<file path="src/rtl/alu_pkg.sv">
// Shared opcode encoding and widths for the 32-bit ALU execution stage.
package alu_pkg;

    localparam int DATA_W = 32;
    localparam int RES_W  = 64;

    typedef enum logic [3:0] {
        OP_NOT_A = 4'b0000,
        OP_NOT_B = 4'b0001,
        OP_AND   = 4'b0010,
        OP_OR    = 4'b0011,
        OP_XOR   = 4'b0100,
        OP_XNOR  = 4'b0101,
        OP_ADD   = 4'b0110,
        OP_SUB   = 4'b0111
    } op_e;

endpackage

</file>
<file path="src/rtl/alu_if.sv">
// Operand/opcode/result bundle between the issue logic and the ALU stage.
interface alu_if;
    import alu_pkg::*;

    logic [DATA_W-1:0] a;
    logic [DATA_W-1:0] b;
    logic [3:0]        op;
    logic [RES_W-1:0]  result;

    modport master (output a, b, op, input result);
    modport slave  (input a, b, op, output result);

endinterface

</file>
<file path="src/rtl/cla32.sv">
// 32-bit carry-lookahead adder: eight 4-bit CLA groups chained by group generate/propagate.
module cla32
    import alu_pkg::*;
(
    input  logic [DATA_W-1:0] a,
    input  logic [DATA_W-1:0] b,
    input  logic              cin,
    output logic [DATA_W-1:0] sum,
    output logic              cout
);

    localparam int NGRP = DATA_W / 4;

    logic [NGRP-1:0] grp_g;
    logic [NGRP-1:0] grp_p;
    logic [NGRP-1:0] grp_cin;

    genvar gi;
    generate
        for (gi = 0; gi < NGRP; gi++) begin : grp
            logic [3:0] g, p, c;
            logic       c0;

            assign g  = a[4*gi +: 4] & b[4*gi +: 4];
            assign p  = a[4*gi +: 4] ^ b[4*gi +: 4];
            assign c0 = grp_cin[gi];

            // In-group carries are flattened so each depends only on g/p and the group carry-in.
            assign c[0] = c0;
            assign c[1] = g[0] | (p[0] & c0);
            assign c[2] = g[1] | (p[1] & g[0]) | (p[1] & p[0] & c0);
            assign c[3] = g[2] | (p[2] & g[1]) | (p[2] & p[1] & g[0])
                        | (p[2] & p[1] & p[0] & c0);

            assign sum[4*gi +: 4] = p ^ c;

            assign grp_g[gi] = g[3] | (p[3] & g[2]) | (p[3] & p[2] & g[1])
                             | (p[3] & p[2] & p[1] & g[0]);
            assign grp_p[gi] = &p;
        end
    endgenerate

    always_comb begin
        logic c;
        c = cin;
        for (int i = 0; i < NGRP; i++) begin
            grp_cin[i] = c;
            c = grp_g[i] | (grp_p[i] & c);
        end
        cout = c;
    end

endmodule

</file>
<file path="src/rtl/alu_32.sv">
// Registered ALU stage: logic unit, shared add/sub adder, opcode mux and 64-bit result register.
module alu_32
    import alu_pkg::*;
(
    input  logic  clk,
    input  logic  rst,
    alu_if.slave  bus
);

    logic              is_sub;
    logic [DATA_W-1:0] b_eff;
    logic [DATA_W-1:0] sum;
    logic              cout;
    logic [DATA_W:0]   sum33;
    logic [RES_W-1:0]  next_result;

    // SUB reuses the adder as a + ~b + 1.
    assign is_sub = (bus.op == OP_SUB);
    assign b_eff  = is_sub ? ~bus.b : bus.b;

    cla32 u_cla (
        .a    (bus.a),
        .b    (b_eff),
        .cin  (is_sub),
        .sum  (sum),
        .cout (cout)
    );

    // Bit 32 of the sign-extended 33-bit sum; a 33-bit result cannot overflow.
    assign sum33 = {bus.a[DATA_W-1] ^ b_eff[DATA_W-1] ^ cout, sum};

    always_comb begin
        next_result = '0;
        case (op_e'(bus.op))
            OP_NOT_A: next_result = {32'h0, ~bus.a};
            OP_NOT_B: next_result = {32'h0, ~bus.b};
            OP_AND:   next_result = {32'h0, bus.a & bus.b};
            OP_OR:    next_result = {32'h0, bus.a | bus.b};
            OP_XOR:   next_result = {32'h0, bus.a ^ bus.b};
            OP_XNOR:  next_result = {32'h0, ~(bus.a ^ bus.b)};
            OP_ADD,
            OP_SUB:   next_result = {{(RES_W-DATA_W-1){sum33[DATA_W]}}, sum33};
            default:  next_result = '0;
        endcase
    end

    always_ff @(posedge clk or posedge rst) begin
        if (rst) bus.result <= '0;
        else     bus.result <= next_result;
    end

endmodule

</file>
<file path="src/flat_wrapper.sv">
// flat-port wrapper written by rule: the top's interface ports become plain ports
module alu_32_flat import alu_pkg::*;
  (clk, rst, bus_a, bus_b, bus_op, bus_result);
  alu_if bus_i ();
  input  logic clk;
  input  logic rst;
  input wire logic [$bits(bus_i.a)-1:0] bus_a;
  input wire logic [$bits(bus_i.b)-1:0] bus_b;
  input wire logic [$bits(bus_i.op)-1:0] bus_op;
  output wire logic [$bits(bus_i.result)-1:0] bus_result;
  assign bus_i.a = bus_a;
  assign bus_i.b = bus_b;
  assign bus_i.op = bus_op;
  assign bus_result = bus_i.result;
  alu_32 u_core (.clk(clk), .rst(rst), .bus(bus_i));
endmodule
</file>
<file path="config.mk">
export PLATFORM = sky130hd
export DESIGN_NAME = alu_32_flat
export DESIGN_NICKNAME = d
export VERILOG_FILES = /design/src/rtl/alu_pkg.sv /design/src/rtl/alu_if.sv /design/src/rtl/cla32.sv /design/src/rtl/alu_32.sv /design/src/flat_wrapper.sv
export SDC_FILE = /design/constraint.sdc
export NUM_CORES = 1
export LEC_CHECK = 0
export ABC_AREA = 1
export BUFFER_PORTS_ARGS = -buffer_cell sky130_fd_sc_hd__buf_2
export CAP_MARGIN = 10
export CORE_MARGIN = 8
export CORE_UTILIZATION = 45
export CTS_BUF_LIST = sky130_fd_sc_hd__clkbuf_2
export CTS_CLUSTER_DIAMETER = 120
export DETAILED_ROUTE_END_ITERATION = 16
export GPL_ROUTABILITY_DRIVEN = 0
export PLACE_DENSITY = 0.7
export RECOVER_POWER = 50
export SLEW_MARGIN = 20
export SYNTH_ARGS = -nofsm -noshare
export SYNTH_HDL_FRONTEND = slang
export SYNTH_SLANG_ARGS = --single-unit
</file>
<file path="constraint.sdc">
create_clock -name clk -period 1.7 [get_ports clk]
set_input_delay 0.17 -clock clk [delete_from_list [all_inputs] [get_ports clk]]
set_output_delay 0.17 -clock clk [all_outputs]
set_load 0.005 [all_outputs]
</file>
### Yosys cells after proc, flatten, opt, wreduce, memory -nomap -nowiden

Cells that the tools add are included.

| cells by class | value |
|---|---|
| bitwise logic cells | 232 |
| reduce and logical (&&, ||, !) cells | 10 |
| equality and inequality tests | 7 |
| mux-type cells | 2 |

Operators by type and width:

| operator | count |
|---|---|
| $pmux 64 s7 | 1 |
| $and 1x1->1 | 120 |
| $not 32->32 | 3 |
| $or 1x1->1 | 80 |
| $xor 4x4->4 | 16 |
| $and 32x32->32 | 1 |
| $and 4x4->4 | 8 |
| $mux 32 | 1 |
| $or 32x32->32 | 1 |
| $reduce_and 4->1 | 8 |
| $xor 32x32->32 | 1 |
| $eq 4x3->1 const B | 4 |
| $eq 4x2->1 const B | 2 |
| $eq 4x1->1 const B | 1 |
| $logic_not 4->1 | 1 |
| $reduce_or 2->1 | 1 |
| $xor 1x1->1 | 2 |

| word-level totals | value |
|---|---|
| input port bits | 70 |
| output and inout bits | 64 |
| register bits | 64 |
| word-level logic and storage cells | 252 |

### Longest topological paths before layout

| depth | value |
|---|---|
| word-level depth | 24 |
| gate-level depth with buffers | 28 |
| depth with buffers taken out | 28 |

### By module

A second synthesis with hierarchy kept.

| second synthesis, totals | value |
|---|---|
| cells, all modules | 820 |
| area, all modules | 5559.1 um^2 |

Modules (own cells, without submodules):

| module | area an instance (um^2) | instances | cells each | seq. area each (um^2) |
|---|---|---|---|---|
| alu_32 | 4200.3 | 1 | 638 | 825.8 |
| cla32 | 1358.8 | 1 | 182 | 0.0 |

### Worst setup path after synthesis

Ideal clock, no wire load.

| path | value |
|---|---|
| path kind | input -> register |
| start | input port bus_op[2] |
| end | register u_core.bus.result[29] |
| setup slack | -1.639 ns |
| data required time | 1.571 ns |
| arrival time | 3.210 ns |
| path buffers | 1 |
| stages | 28 |
| cell sequence | inv_1 -> nor2_2 -> inv_1 -> nor2_1 -> buf_2 -> xor2_1 -> ha_1 -> nand2_1 -> inv_1 -> nand3_2 -> nand2_1 -> nand3_1 -> nand2_1 -> nand2_1 -> nand2_1 -> nand2_1 -> nand2_1 -> nand2_1 -> nand2_1 -> nand2_1 -> nand2_2 -> nand2_2 -> nand2_2 -> inv_1 -> fa_1 -> xor2_1 -> o221ai_1 -> a2111o_1 |

| between the ends | value |
|---|---|
| word-level cells in the longest chain between the ends | 24 |

Ends and longest elaborated chain:

| what | line | text |
|---|---|---|
| start: declaration | flat_wrapper.sv:9 | `input wire logic [$bits(bus_i.op)-1:0] bus_op;` |
| $eq 4x3->1 | alu_32.sv:18, alu_32.sv:34 |  |
| $mux 32 | alu_32.sv:19 | `assign b_eff = is_sub ? ~bus.b : bus.b;` |
| $xor 4x4->4 or $and 4x4->4 (tied branches) | cla32.sv:25, cla32.sv:24 |  |
| $and 1x1->1 (on tied branches) | cla32.sv:37, cla32.sv:38 |  |
| $or 1x1->1 (tied with other cells) | cla32.sv:37 | `assign grp_g[gi] = g[3] \| (p[3] & g[2]) \| (p[3] & p[2] & g[1])` |
| $or 1x1->1 or $and 1x1->1 (tied branches) | cla32.sv:37, cla32.sv:38 |  |
| $or 1x1->1 | cla32.sv:38 | `\| (p[3] & p[2] & p[1] & g[0]);` |
| $or 1x1->1 | cla32.sv:48 | `c = grp_g[i] \| (grp_p[i] & c);` |
| [... 9 more ...] | - |  |
| $or 1x1->1 | cla32.sv:48 |  |
| $and 1x1->1 | cla32.sv:48 |  |
| $or 1x1->1 | cla32.sv:48 |  |
| $and 1x1->1 | cla32.sv:30 | `assign c[1] = g[0] \| (p[0] & c0);` |
| $or 1x1->1 | cla32.sv:30 |  |
| $xor 4x4->4 | cla32.sv:35 | `assign sum[4*gi +: 4] = p ^ c;` |
| $pmux 64 s7 (*) | alu_32.sv:34 | `case (op_e'(bus.op))` |
| named net u_core.next_result[29] | alu_32.sv:15 | `logic [RES_W-1:0] next_result;` |
| end signal: assignment | alu_32.sv:49 | `else bus.result <= next_result;` |
| end: declaration | alu_if.sv:11 | `modport slave (input a, b, op, output result);` |

Mark *: on every way through the listed nets, which the timed path passes. The rest lies on a longest branch.

### Final worst setup path

| path | value |
|---|---|
| start | input port bus_op[2] |
| end | register u_core.bus.result[13] |

| between the ends | value |
|---|---|
| word-level cells in the longest chain between the ends | 16 |

Ends and longest elaborated chain:

| what | line |
|---|---|
| $eq 4x3->1 | alu_32.sv:18, alu_32.sv:34 |
| $mux 32 | alu_32.sv:19 |
| $xor 4x4->4 or $and 4x4->4 (tied branches) | cla32.sv:25, cla32.sv:24 |
| $and 1x1->1 (on tied branches) | cla32.sv:37, cla32.sv:38 |
| $or 1x1->1 (tied with other cells) | cla32.sv:37 |
| $or 1x1->1 or $and 1x1->1 (tied branches) | cla32.sv:37, cla32.sv:38 |
| $or 1x1->1 | cla32.sv:38 |
| $or 1x1->1 | cla32.sv:48 |
| $and 1x1->1 | cla32.sv:48 |
| $or 1x1->1 | cla32.sv:48 |
| $and 1x1->1 | cla32.sv:48 |
| $or 1x1->1 | cla32.sv:48 |
| $and 1x1->1 | cla32.sv:30 |
| $or 1x1->1 | cla32.sv:30 |
| $xor 4x4->4 | cla32.sv:35 |
| $pmux 64 s7 (*) | alu_32.sv:34 |
| named net u_core.next_result[13] | alu_32.sv:15 |

Marked as above.

==> load_flow_metrics.sql <==
INSERT INTO impl_metrics (metric_group, metric, value, unit) VALUES
('timing', 'setup_ws', '-1.21', 'ns'),
('placement', 'port_buffers', '133', ''),
('floorplan', 'initial_utilization', '0.458', ''),
('outcome', 'failed_checks', 'setup timing', ''),
('synthesis', 'synthFlopType', 'sky130_fd_sc_hd__dfrtp_1', ''),
('timing', 'peak_clock_frequency_supported_by_timing', '343', 'MHz'),
('placement', 'dpl.hpwl', '12.2', 'mm'),
('timing', 'fin_crit_sh', '1.71', ''),
('placement', 'dp.cells', '989', ''),
('grt', 'initial_antenna_violation_count', '2', ''),
('worst_setup_path', 'setup.worst_path.class', 'primary input to flop', ''),
('clock_tree', 'cts_root_buf', 'sky130_fd_sc_hd__clkbuf_2', ''),
('timing', 'max_slew_margin', '0.372', ''),
('detailed_routing', 'drc_errors', '0', ''),
('outcome', 'outcome', 'finished, violations left', ''),
('final_layout', 'area_growth', '44.2', '%'),
('final_layout', 'final_nets', '1058', ''),
('clock_tree', 'cts.htree.levels', '2', ''),
('synthesis', 'postSynthCellCount', '657', ''),
('grt', 'grt_use_total', '0.223', ''),
('timing', 'maxSlewViolCount', '0', ''),
('hold_path', 'worstHoldPathType', 'primary input to flop', ''),
('worst_setup_path', 'worstSetupEndpoint', 'u_core.bus.result[13]$_DFF_PP0_', ''),
('floorplan', 'die_y', '121', 'µm'),
('worst_setup_path', 'crit_arrival', '3.25', 'ns'),
('worst_setup_path', 'endpoint_kind', 'flop', ''),
('final_layout', 'largest_register_by_flop_count', 'u_core.bus.result', ''),
('grt', 'first_pass_grt_wire_length', '26.7', 'mm'),
('final_layout', 'multi_input_comb_area', '0.00372', 'mm²'),
('synthesis', 'synthesis.area', '0.00492', 'mm²'),
('detailed_routing', 'via_per_inst', '5.39', ''),
('grt', 'grt_pass1_vias', '5633', ''),
('timing', 'grt_setup_unrepaired', 'true', ''),
('synthesis', 'synth_edf_count', '0', ''),
('detailed_routing', 'route.detailed.wl_per_inst', '16.7', 'µm'),
('synthesis', 'ys_top_cells_by_count', '106 x sky130_fd_sc_hd__inv_1, 96 x sky130_fd_sc_hd__ha_1, 85 x sky130_fd_sc_hd__nand2_1, 52 x sky130_fd_sc_hd__nor2_1, 36 x sky130_fd_sc_hd__a21oi_1', ''),
('final_layout', 'drive_gt1_frac', '0.416', ''),
('synthesis', 'postSynthRegisterBits', '33', ''),
('detailed_routing', 'drt-pass1-iter-count', '5', ''),
('pwr', 'worst_ir_drop_vdd', '0.282', 'mV'),
('grt', 'grt.overflow.total', '0', ''),
('clock_tree', 'cts_num_sinks', '33', ''),
('synthesis', 'ys_seq_area_frac', '0.168', ''),
('run', 'timing.max_cap.violations', '0', ''),
('pwr', 'powerDensity', '463', 'mW/mm²'),
('timing', 'timing_hold_violations_final', '0', ''),
('final_layout', 'layoutNonFillerInstCount', '1026', ''),
('final_layout', 'largest_registers', 'u_core.bus.result x33', ''),
('synthesis', 'synth.top_cells.by_area', 'sky130_fd_sc_hd__ha_1 24%, sky130_fd_sc_hd__dfrtp_1 17%, sky130_fd_sc_hd__inv_1 8.1%', ''),
('final_layout', 'largest_reg_flops', '33', ''),
('worst_setup_path', 'worstPathRequired', '2.03', 'ns'),
('timing', 'setup_failing_eps_final', '29', ''),
('floorplan', 'floorplan.rows', '38', ''),
('detailed_routing', 'dr_total_vias', '5533', ''),
('synthesis', 'post_synth_num_cell_types', '35', ''),
('worst_setup_path', 'crit_start', 'bus_op[2]', ''),
('synthesis', 'post-synth-top-area-cell', 'sky130_fd_sc_hd__ha_1', ''),
('timing', 'worst-slew-pin-transition', '0.942', 'ns'),
('pwr', 'leakage', '4.05', 'nW'),
('final_layout', 'fillers', '899', ''),
('floorplan', 'placeableCoreArea', '0.0107', 'mm²'),
('detailed_routing', 'detail_route.wirelength', '17.2', 'mm'),
('detailed_routing', 'dr.first_iter.drc_count', '343', ''),
('detailed_routing', 'ant_nets', '0', ''),
('worst_setup_path', 'worst_path_fanout_max', '5', ''),
('final_layout', 'fin_util', '0.661', ''),
('timing', 'fin_crit', '2.91', 'ns'),
('synthesis', 'synth_fp_nets', '830', ''),
('synthesis', 'synthesis.area_per_instance', '7.49', 'µm²'),
('floorplan', 'die_area', '0.0145', 'mm²'),
('worst_setup_path', 'startpoint_type', 'primary input', '');
-- area by class of cell --
type / count / area share
multi-input cells: 462 / 0.524
repair buffers: 275 / 0.271
flip-flops and latches: 33 / 0.116
inverters: 108 / 0.0592
well taps: 140 / 0.0247
clock buffers: 6 / 0.00423
clock inverters: 1 / 0.000529
diodes: 1 / 0.000352
-- worst max-delay path: stages --
cell	delay, ns
sky130_fd_sc_hd__buf_8	0.09
sky130_fd_sc_hd__inv_8	0.03
sky130_fd_sc_hd__nor2_4	0.11
sky130_fd_sc_hd__inv_2	0.06
sky130_fd_sc_hd__nor2_4	0.14
sky130_fd_sc_hd__buf_6	0.14
sky130_fd_sc_hd__buf_6	0.13
sky130_fd_sc_hd__xor2_2	0.18
sky130_fd_sc_hd__ha_4	0.24
sky130_fd_sc_hd__a21oi_2	0.17
sky130_fd_sc_hd__nor2_1	0.07
sky130_fd_sc_hd__a211oi_2	0.17
sky130_fd_sc_hd__nand2_2	0.10
sky130_fd_sc_hd__buf_4	0.14
sky130_fd_sc_hd__buf_6	0.10
sky130_fd_sc_hd__buf_6	0.10
sky130_fd_sc_hd__buf_6	0.10
sky130_fd_sc_hd__buf_6	0.11
sky130_fd_sc_hd__inv_4	0.05
sky130_fd_sc_hd__fa_2	0.18
sky130_fd_sc_hd__xor2_1	0.18
sky130_fd_sc_hd__o221ai_1	0.12
sky130_fd_sc_hd__a2111o_1	0.36
-- worst min path at each step --
stage / start / end / slack (ns) / depth (start not counted)
finish: bus_a[25] / u_core.bus.result[25]$_DFF_PP0_ / 0.07 / 3
floorplan: rst / u_core.bus.result[0]$_DFF_PP0_ / 0.30 / 1
CTS: bus_a[25] / u_core.bus.result[25]$_DFF_PP0_ / 0.04 / 3
global placement: rst / u_core.bus.result[27]$_DFF_PP0_ / 0.30 / 3
global route: bus_a[25] / u_core.bus.result[25]$_DFF_PP0_ / 0.01 / 3
detailed placement: rst / u_core.bus.result[62]$_DFF_PP0_ / 0.33 / 3
-- cell families after synthesis --
kind of cell / synth area share
buffers and inverters: 0.148
AND/OR/NAND/NOR: 0.144
flip-flops: 0.168
XOR/XNOR: 0.0658
adder cells (fa/ha/maj): 0.272
AO/OA/AOI/OAI: 0.202
-- routing by layer --
metal / share of wire / track usage / vias to the layer above
met5: 0.00076 / 0 / -
met4: 0.033 / 0.0945 / 2
met3: 0.077 / 0.0480 / 52
met2: 0.51 / 0.409 / 226
met1: 0.38 / 0.242 / 2617
li1: - / - / 2636
-- stage by stage --
step	cell area (µm²)	hold slack, ns	total power [mW]	worst slack, ns	TNS [ns]
floorplan	4980	0.299	1.79	-1.42	-23.09
global placement	6450	0.303	2.43	-1.74	-34.70
detailed placement	6450	0.325	2.51	-1.84	-37.36
CTS	6790	0.0438	3.11	-1.09	-18.94
global route	7100	0.0134	3.55	-1.36	-31.90
finish	7100	0.0708	3.28	-1.21	-23.17
-- layout by cell type (no fill, tap or decap), types with 4 or more instances in the layout --
| cell | synthesis | routed |
|---|---|---|
| sky130_fd_sc_hd__a2111o_1 | 8 | 8 |
| sky130_fd_sc_hd__a21oi_1 | 36 | 28 |
| sky130_fd_sc_hd__a21oi_2 | 0 | 8 |
| sky130_fd_sc_hd__a221oi_1 | 15 | 15 |
| sky130_fd_sc_hd__buf_12 | 0 | 9 |
| sky130_fd_sc_hd__buf_2 | 4 | 131 |
| sky130_fd_sc_hd__buf_4 | 31 | 115 |
| sky130_fd_sc_hd__buf_6 | 0 | 16 |
| sky130_fd_sc_hd__clkbuf_2 | 0 | 7 |
| sky130_fd_sc_hd__dfrtp_1 | 33 | 33 |
| sky130_fd_sc_hd__fa_2 | 0 | 7 |
| sky130_fd_sc_hd__ha_1 | 96 | 92 |
| sky130_fd_sc_hd__inv_1 | 106 | 97 |
| sky130_fd_sc_hd__inv_2 | 1 | 6 |
| sky130_fd_sc_hd__nand2_1 | 85 | 71 |
| sky130_fd_sc_hd__nand2_2 | 5 | 17 |
| sky130_fd_sc_hd__nand3_1 | 23 | 20 |
| sky130_fd_sc_hd__nand3_2 | 1 | 4 |
| sky130_fd_sc_hd__nor2_1 | 52 | 46 |
| sky130_fd_sc_hd__nor2_2 | 1 | 4 |
| sky130_fd_sc_hd__o2111ai_1 | 9 | 7 |
| sky130_fd_sc_hd__o21ai_0 | 27 | 11 |
| sky130_fd_sc_hd__o21ai_1 | 2 | 11 |
| sky130_fd_sc_hd__o21ai_2 | 2 | 7 |
| sky130_fd_sc_hd__o221ai_1 | 5 | 4 |
| sky130_fd_sc_hd__o22ai_1 | 35 | 33 |
| sky130_fd_sc_hd__xor2_1 | 35 | 26 |
| sky130_fd_sc_hd__xor2_2 | 0 | 8 |
-- what timing repair did --
item,4_1_cts,5_1_grt
hold endpoints to repair,33,0
buffers inserted,19,11
hold buffers,1,0
resized for setup,51,52
pin swaps,46,44
endpoints found under the setup margin,29,62
-- power by group --
group          leakage [nW]  switching, mW  total (mW)  internal (mW)
Clock                0.0265          0.328       0.423         0.0955
Combinational          3.59          0.996        1.96          0.961
Sequential            0.429         0.0284       0.904          0.876
Total                  4.05           1.35        3.28           1.93
No activity file was read; power rests on OpenSTA's default activity.
